**src/rtl/serial_adder_if.sv**
```systemverilog
`default_nettype none
// ============================================================================
//  Module      : serial_adder_if
//  Description : Start/done handshake and operand/result bundle for the
//                bit-serial adder. The requester drives the master side and
//                the adder presents the slave side.
//  Signals     : start, a, b, c_in         (master -> slave)
//                busy, done, s, c_out, ovf (slave  -> master)
//  Revision    : 1.0 - initial release
// ============================================================================
interface serial_adder_if #(
    parameter int WIDTH = 8
);
    logic             start;
    logic [WIDTH-1:0] a;
    logic [WIDTH-1:0] b;
    logic             c_in;
    logic             busy;
    logic             done;
    logic [WIDTH-1:0] s;
    logic             c_out;
    logic             ovf;

    modport master (
        output start, a, b, c_in,
        input  busy, done, s, c_out, ovf
    );

    modport slave (
        input  start, a, b, c_in,
        output busy, done, s, c_out, ovf
    );
endinterface
`default_nettype wire

```
**src/rtl/serial_adder.sv**
```systemverilog
`default_nettype none
// ============================================================================
//  Module      : serial_adder
//  Description : Bit-serial ripple adder, LSB first. A single full-adder cell
//                feeds a carry flip-flop and one bit is processed per clock.
//                Computes a + b + c_in modulo 2^WIDTH with the carry on c_out.
//                An operation takes WIDTH+2 cycles from start to next start.
//  Ports       : clk   - rising-edge clock
//                rst   - synchronous reset, active-high
//                bus   - serial_adder_if.slave
//                        start/a/b/c_in in, busy/done/s/c_out/ovf out
//  Options     : SERIAL_ADDER_OVF_EN - when defined, ovf reports signed
//                overflow of the last completed operation; otherwise ovf is
//                a constant 0.
//  Revision    : 1.0 - initial release
// ============================================================================
module serial_adder #(
    parameter int WIDTH = 8
) (
    input  wire logic      clk,
    input  wire logic      rst,
    serial_adder_if.slave  bus
);

    localparam int               CNT_W  = $clog2(WIDTH);
    localparam logic [CNT_W-1:0] c_LAST = CNT_W'(WIDTH - 1);
    localparam logic [CNT_W-1:0] c_ONE  = CNT_W'(1);

    localparam logic [1:0] c_IDLE = 2'd0;
    localparam logic [1:0] c_RUN  = 2'd1;
    localparam logic [1:0] c_DONE = 2'd2;

    logic [1:0]       r_state;
    logic [1:0]       w_state_nxt;

    logic [WIDTH-1:0] r_a;
    logic [WIDTH-1:0] r_b;
    logic [WIDTH-1:0] r_res;
    logic             r_carry;
    logic [CNT_W-1:0] r_cnt;

    logic             r_busy;
    logic             r_done;
    logic [WIDTH-1:0] r_s;
    logic             r_c_out;

    logic             w_load;
    logic             w_step;
    logic             w_last;
    logic             w_busy_nxt;
    logic             w_done_nxt;
    logic             w_sb;
    logic             w_cb;
    logic [WIDTH-1:0] w_res_nxt;

    // ------------------------------------------------------------------
    // State register
    // ------------------------------------------------------------------
    always_ff @(posedge clk) begin
        if (rst) begin
            r_state <= c_IDLE;
        end else begin
            r_state <= w_state_nxt;
        end
    end

    // ------------------------------------------------------------------
    // Next-state logic
    // ------------------------------------------------------------------
    always_comb begin
        w_state_nxt = r_state;
        case (r_state)
            c_IDLE:  if (bus.start) w_state_nxt = c_RUN;
            c_RUN:   if (r_cnt == c_LAST) w_state_nxt = c_DONE;
            c_DONE:  w_state_nxt = c_IDLE;
            default: w_state_nxt = c_IDLE;
        endcase
    end

    // ------------------------------------------------------------------
    // Output / control decode. busy and done are registered from these so
    // that they change on the same edge as the state transitions.
    // ------------------------------------------------------------------
    always_comb begin
        w_load     = 1'b0;
        w_step     = 1'b0;
        w_last     = 1'b0;
        w_busy_nxt = 1'b0;
        w_done_nxt = 1'b0;
        case (r_state)
            c_IDLE: begin
                w_load     = bus.start;
                w_busy_nxt = bus.start;
            end
            c_RUN: begin
                w_step     = 1'b1;
                w_last     = (r_cnt == c_LAST);
                w_busy_nxt = (r_cnt != c_LAST);
                w_done_nxt = (r_cnt == c_LAST);
            end
            default: begin
                w_load = 1'b0;
            end
        endcase
    end

    // Full-adder cell on the current LSBs and the carry flip-flop
    assign w_sb      = r_a[0] ^ r_b[0] ^ r_carry;
    assign w_cb      = (r_a[0] & r_b[0]) | (r_a[0] & r_carry) | (r_b[0] & r_carry);
    // Sum bits enter at the MSB so after WIDTH steps bit 0 sits at the LSB
    assign w_res_nxt = {w_sb, r_res[WIDTH-1:1]};

    // ------------------------------------------------------------------
    // Datapath
    // ------------------------------------------------------------------
    always_ff @(posedge clk) begin
        if (rst) begin
            r_a     <= '0;
            r_b     <= '0;
            r_res   <= '0;
            r_carry <= 1'b0;
            r_cnt   <= '0;
            r_busy  <= 1'b0;
            r_done  <= 1'b0;
            r_s     <= '0;
            r_c_out <= 1'b0;
        end else begin
            r_busy <= w_busy_nxt;
            r_done <= w_done_nxt;
            if (w_load) begin
                r_a     <= bus.a;
                r_b     <= bus.b;
                r_carry <= bus.c_in;
                r_cnt   <= '0;
            end else if (w_step) begin
                r_a     <= r_a >> 1;
                r_b     <= r_b >> 1;
                r_res   <= w_res_nxt;
                r_carry <= w_cb;
                if (w_last) begin
                    // Results update only on completion; start alone keeps them
                    r_s     <= w_res_nxt;
                    r_c_out <= w_cb;
                end else begin
                    r_cnt <= r_cnt + c_ONE;
                end
            end
        end
    end

    assign bus.busy  = r_busy;
    assign bus.done  = r_done;
    assign bus.s     = r_s;
    assign bus.c_out = r_c_out;

`ifdef SERIAL_ADDER_OVF_EN
    logic r_ovf;

    // On the MSB step r_carry is the carry into the sign bit; overflow is
    // when it differs from the carry out of the sign bit.
    always_ff @(posedge clk) begin
        if (rst) begin
            r_ovf <= 1'b0;
        end else if (w_last) begin
            r_ovf <= r_carry ^ w_cb;
        end
    end

    assign bus.ovf = r_ovf;
`else
    assign bus.ovf = 1'b0;
`endif

endmodule
`default_nettype wire
```
**src/flat_wrapper.sv**
```systemverilog
// flat-port wrapper written by rule: the top's interface ports become plain ports
module serial_adder_flat 
#(
    parameter int WIDTH = 8
)
  (clk, rst, bus_start, bus_a, bus_b, bus_c_in, bus_busy, bus_done, bus_s, bus_c_out, bus_ovf);
  serial_adder_if #(.WIDTH(WIDTH)) bus_i ();
  input  wire logic clk;
  input  wire logic rst;
  input wire logic [$bits(bus_i.start)-1:0] bus_start;
  input wire logic [$bits(bus_i.a)-1:0] bus_a;
  input wire logic [$bits(bus_i.b)-1:0] bus_b;
  input wire logic [$bits(bus_i.c_in)-1:0] bus_c_in;
  output wire logic [$bits(bus_i.busy)-1:0] bus_busy;
  output wire logic [$bits(bus_i.done)-1:0] bus_done;
  output wire logic [$bits(bus_i.s)-1:0] bus_s;
  output wire logic [$bits(bus_i.c_out)-1:0] bus_c_out;
  output wire logic [$bits(bus_i.ovf)-1:0] bus_ovf;
  assign bus_i.start = bus_start;
  assign bus_i.a = bus_a;
  assign bus_i.b = bus_b;
  assign bus_i.c_in = bus_c_in;
  assign bus_busy = bus_i.busy;
  assign bus_done = bus_i.done;
  assign bus_s = bus_i.s;
  assign bus_c_out = bus_i.c_out;
  assign bus_ovf = bus_i.ovf;
  serial_adder #(.WIDTH(WIDTH)) u_core (.clk(clk), .rst(rst), .bus(bus_i));
endmodule
```
**config.mk**
```make
export PLATFORM = sky130hd
export DESIGN_NAME = serial_adder_flat
export DESIGN_NICKNAME = d
export VERILOG_FILES = /design/src/rtl/serial_adder_if.sv /design/src/rtl/serial_adder.sv /design/src/flat_wrapper.sv
export SDC_FILE = /design/constraint.sdc
export NUM_CORES = 1
export LEC_CHECK = 0
export ABC_AREA = 1
export CELL_PAD_IN_SITES_DETAIL_PLACEMENT = 0
export CELL_PAD_IN_SITES_GLOBAL_PLACEMENT = 1
export CORE_ASPECT_RATIO = 1.4
export CORE_MARGIN = 2
export CORE_UTILIZATION = 25
export CTS_CLUSTER_SIZE = 10
export DETAILED_ROUTE_END_ITERATION = 10
export GPL_ROUTABILITY_DRIVEN = 0
export PLACE_DENSITY = 0.54
export RECOVER_POWER = 100
export SKIP_LAST_GASP = 1
export SYNTH_ARGS = -nofsm -noshare
export SYNTH_HDL_FRONTEND = slang
export SYNTH_SLANG_ARGS = --single-unit
```
**constraint.sdc**
```tcl
create_clock -name clk -period 1.7 [get_ports clk]
set_input_delay 0.17 -clock clk [delete_from_list [all_inputs] [get_ports clk]]
set_output_delay 0.17 -clock clk [all_outputs]
set_load 0.02 [all_outputs]
```
-- Word level (Yosys, flattened, before mapping)
Cells that the tools add are included.
- output and inout bits: 12
- bits of input ports: 20
- word-level logic and storage cells: 45
- register bits: 41
- bitwise operators: 9
- equality and inequality tests: 5
- mux-type cells: 13
- reduce and logical (&&, ||, !) cells: 7
- add/sub/neg operators: 1
- operator list (cell ; number):
    8-bit two-way mux ; 4
    2-bit AND reduction ; 3
    1-bit two-way mux ; 5
    2-bit two-way mux ; 2
    2-bit case mux with 2 select lines ; 1
    3-bit by 1-bit adder with 3-bit output, second input constant ; 1
    1-bit bitwise AND ; 3
    3-bit equality test, second input constant ; 1
    3-bit inequality test, second input constant ; 1
    3-bit AND reduction ; 1
    2-bit by 1-bit equality test with 1-bit output, second input constant ; 1
    2-bit logical NOT ; 1
    2-bit by 1-bit inequality test with 1-bit output, second input constant ; 1
    2-bit inequality test, second input constant ; 1
    1-bit inverter ; 2
    1-bit OR ; 2
    1-bit case mux with 2 select lines ; 1
    2-bit nonzero test ; 1
    2-bit OR reduction ; 1
    1-bit XOR ; 2

-- Logic depth before layout (Yosys ltp)
Gate-level depths: netlist of the first run.
- depth after elaboration: 5
- depth in mapped cells: 8
- depth with buffers taken out: 8

-- Worst setup path after synthesis of the first run
OpenSTA, ideal clock, no wires.
- kind: register to register
- start point: reg u_core.r_cnt[0]
- end point: reg u_core.r_s[4] (netlist: u_core.bus.s[4])
- period minus slack after synthesis: 1.243 ns
- stages on the path, launching flop included: 8
- setup slack: 0.457 ns
- data arrival time: 1.122 ns
- setup time: 0.121 ns
- buffers on the path: 0
- data required time: 1.579 ns
- cell sequence: dfxtp_1 -> ha_1 -> ha_1 -> inv_1 -> nor2_4 -> inv_2 -> nand3_1 -> o21ai_0
- cells in the longest elaborated chain, start to end: 3
- ends and longest elaborated chain (element ; RTL line ; RTL):
    start: declaration ; serial_adder.sv:40 ; logic [CNT_W-1:0] r_cnt;
    start signal: assignment ; serial_adder.sv:145 ; r_cnt <= r_cnt + c_ONE;
    3-bit equality test ; serial_adder.sv:97 ; w_last = (r_cnt == c_LAST);
    1-bit two-way mux ; n/a ;
    3-bit AND reduction (no source line) ; n/a ;
    end signal: assignment ; serial_adder.sv:142 ; r_s <= w_res_nxt;
    end: declaration ; serial_adder.sv:44 ; logic [WIDTH-1:0] r_s;
No other way between the ends.
A chain may end at the register's enable or synchronous reset.

-- Final worst setup path of the first run
- start point: reg u_core.r_s[4] (netlist: u_core.bus.s[4])
- end point: out bus_s[4]
- RTL lines (element ; RTL line ; RTL):
    end: declaration ; flat_wrapper.sv:16 ; output wire logic [$bits(bus_i.s)-1:0] bus_s;
No word-level cell between the ends.

==> results of run 1 <==
## how the worst max path moves through the flow
stage	depth (start not counted)	start	slack (ps)	end
floorplan	7	u_core.r_cnt[0]	460	u_core.bus.s[4]
CTS	1	u_core.bus.s[4]	260	bus_s[4]
detailed placement	4	bus_start	100	u_core.r_b[1]
global placement	4	bus_start	160	u_core.r_b[5]
global route	7	u_core.r_cnt[0]	100	u_core.bus.s[7]
finish	1	u_core.bus.s[4]	230	bus_s[4]
## per-layer routing
| metal | vias to the layer above | share of wire, % | track usage, % |
|---|---|---|---|
| met4 | 0 | 1.3 | 4.16 |
| met3 | 5 | 3.4 | 2.57 |
| met2 | 25 | 50 | 21.3 |
| met5 | - | 0 | 0 |
| met1 | 684 | 45 | 12.9 |
| li1 | 835 | - | - |
## sequential cells by signal, summed over array words and instances (netlist names)
name / cells
u_core.r_b: 8
u_core.r_a: 8
u_core.bus.c_out: 1
u_core.bus.done: 1
u_core.bus.s: 8
u_core.r_carry: 1
u_core.r_res: 7
u_core.bus.busy: 1
u_core.r_state: 2
u_core.r_cnt: 3
## where the power goes
group	internal [mW]	switching [mW]	total [mW]
registers	0.988	0.0312	1.02
logic	0.128	0.160	0.288
clock network	0.518	0.340	0.858
## worst min-delay path, cell delays in order
cell,delay (ps)
clkdlybuf4s50_1,390
nand2_1,70
a21oi_2,40
## placed cells by master, fill, tap and decap left out, types with 4 or more instances in the layout
cell type,Yosys,layout
nor2_1,26,26
dfxtp_1,40,40
clkbuf_8,0,7
dlygate4sd3_1,0,11
a21oi_2,10,9
nor2_4,4,4
nand3_1,31,31
nand2_1,58,61
clkdlybuf4s50_1,0,19
buf_4,2,6
inv_1,23,23
o21ai_0,10,11
a21oi_1,11,12
## kinds of logic after synthesis
logic type,Yosys count,synth area share (%)
compound gates,36,12.5
simple gates,125,30.5
fa+ha+maj,3,2.46
flops,40,43.7
other cells,1,0.205
buf+inv,39,10.7
## layout make-up
type | instances | area, um^2
tap | 95 | 119
sequential | 40 | 801
fill | 803 | 4680
clock buffer | 7 | 96.3
timing repair buffer | 40 | 378
multi-input combinational | 165 | 825
clock inverter | 1 | 30.0
inverter | 26 | 97.6
## metrics by stage
step | hold WS [ps] | setup WS, ps
floorplan | 321 | 457
global placement | 455 | 165
detailed placement | 456 | 101
CTS | 415 | 264
global route | 437 | 95.4
finish | 427 | 229
==> run metrics, run 1 <==
fin nets=roughly 300; DRT Pass-1 Iters=4; Hold WC Path Type=in2reg; Worst path slowest cell=dlygate4sd3_1; H-tree levels=2; Clk pin slew, worst setup/hold paths=roughly 80 ps; Commonest cells post-synth=58 x nand2_1, 40 x dfxtp_1, 31 x nand3_1, 26 x nor2_1, 23 x inv_1; initial antenna violation count=0; Max Fanout on Critical Path=2; antenna cells=0; sequential-to-total area share from yosys stat=between 40% and 50%; flop-to-flop setup slack=around 270 ps; Worst Path Required=approximately 1500 ps; final cell count without fillers=between 300 and 400; Root Buffer=clkbuf_8; via count=between 1500 and 2000; Synth area leader=dfxtp_1; final hold vios=0; Slew Limit Headroom=about 66%; WP data arrival=1300 ps; RSZ-0062 raised after global routing=false; core area=~0.007 mm^2; outcome=finished clean; die area=0.00804 mm^2; Die H=between 100 and 150 um; crit start category=flop; min-delay src=bus_a[7]; post-route ant nets=0; Worst Hold End=u_core.r_a[7]; area growth from synthesis to layout=28.1%; largest net degree at the start of global routing=20; Final Cell Area=about 0.0023 mm^2; final slew viol count=0; Register-to-Register Path Depth=4; fraction of layout instances using a drive strength above 1=~13%; VDD IR max=around 0.00028 V; Synth cell types=22; I/O pin count=32; worst path cell trace=dlygate4sd3_1; Post-DP HPWL=approximately 2900 um; ys flop type=dfxtp_1; max_cap viols=0; Synth Register Bits=40; Worst-Margin Slew=506 ps; Num CTS Buffers=5; Cell Pwr Density=between 900 and 1000 mW/mm^2; Sink Count=40; routed length per instance=between 10 and 15 um; hold path cells=3; Initial Util=26.1%; cts repair resizes=0; CP top delay family=buffers and inverters; Overflow after GRT=0; Pwr Total=approximately 2.2 mW; All-Layer GR Usage=11.5%; Setup CP Type=reg2out; DRC=0; YS warnings=0; input/output buffers=30; Die X=~76 um; final setup skew=about 7.9 ps; cell area after placement=0.00224 mm^2; CTS tree=done; Initial DRC Count=40; Mapped Area=approximately 0.0018 mm^2; first-pass GRT wire length=approximately 7500 um; Mapped Nets=between 200 and 300; Synth top area share=43.7%; setup_tns=0 ps; CP bufs+invs=1; period utilization=86.5%; deepest clock path buffer count=2; post-route minimum period=1470 ps; Setup Fix Bufs, Post-CTS=0; synth top area cells=dfxtp_1 44%, nand2_1 12%, nand3_1 8.5%; Placed Cells=around 370; Mapped Cells=between 200 and 250; mean post-synth cell area=about 7.5 um^2; cts hold-fix bufs=0; Max Fclk=~700 MHz; CP Capture Type=primary output; number of synthesized flops with an enable pin=0; Rows=36; leakage=about 1.1 nW; fraction of registers with async set/reset=0%; DR vias/cell=slightly above 4; r2r endpoint=u_core.r_b[6]; top-count cell post-synth=nand2_1; Core Util, Final=between 30% and 40%; worst-skew pair later-pin latency=about 290 ps; RR Startpoint=u_core.r_state[0]; vias in the first global route=1623; critical path's largest stage delay=~670 ps; routed wire length=between 4000 and 5000 um; Setup-failing EPs final=0
No activity file was read; power rests on OpenSTA's default activity.
==> run 2, diff against run 1 <==
Settings changed: TNS_END_PERCENT set to 20.
==> results of run 2 <==
Same layout as run 1: the final DEF is identical, and so are final timing and power.
==> run 3, diff against run 2 <==
Settings changed: SETUP_SLACK_MARGIN set to 0.15, SLEW_MARGIN set to 20.
==> results of run 3 <==
Same layout as run 1: the final DEF is identical, and so are final timing and power.
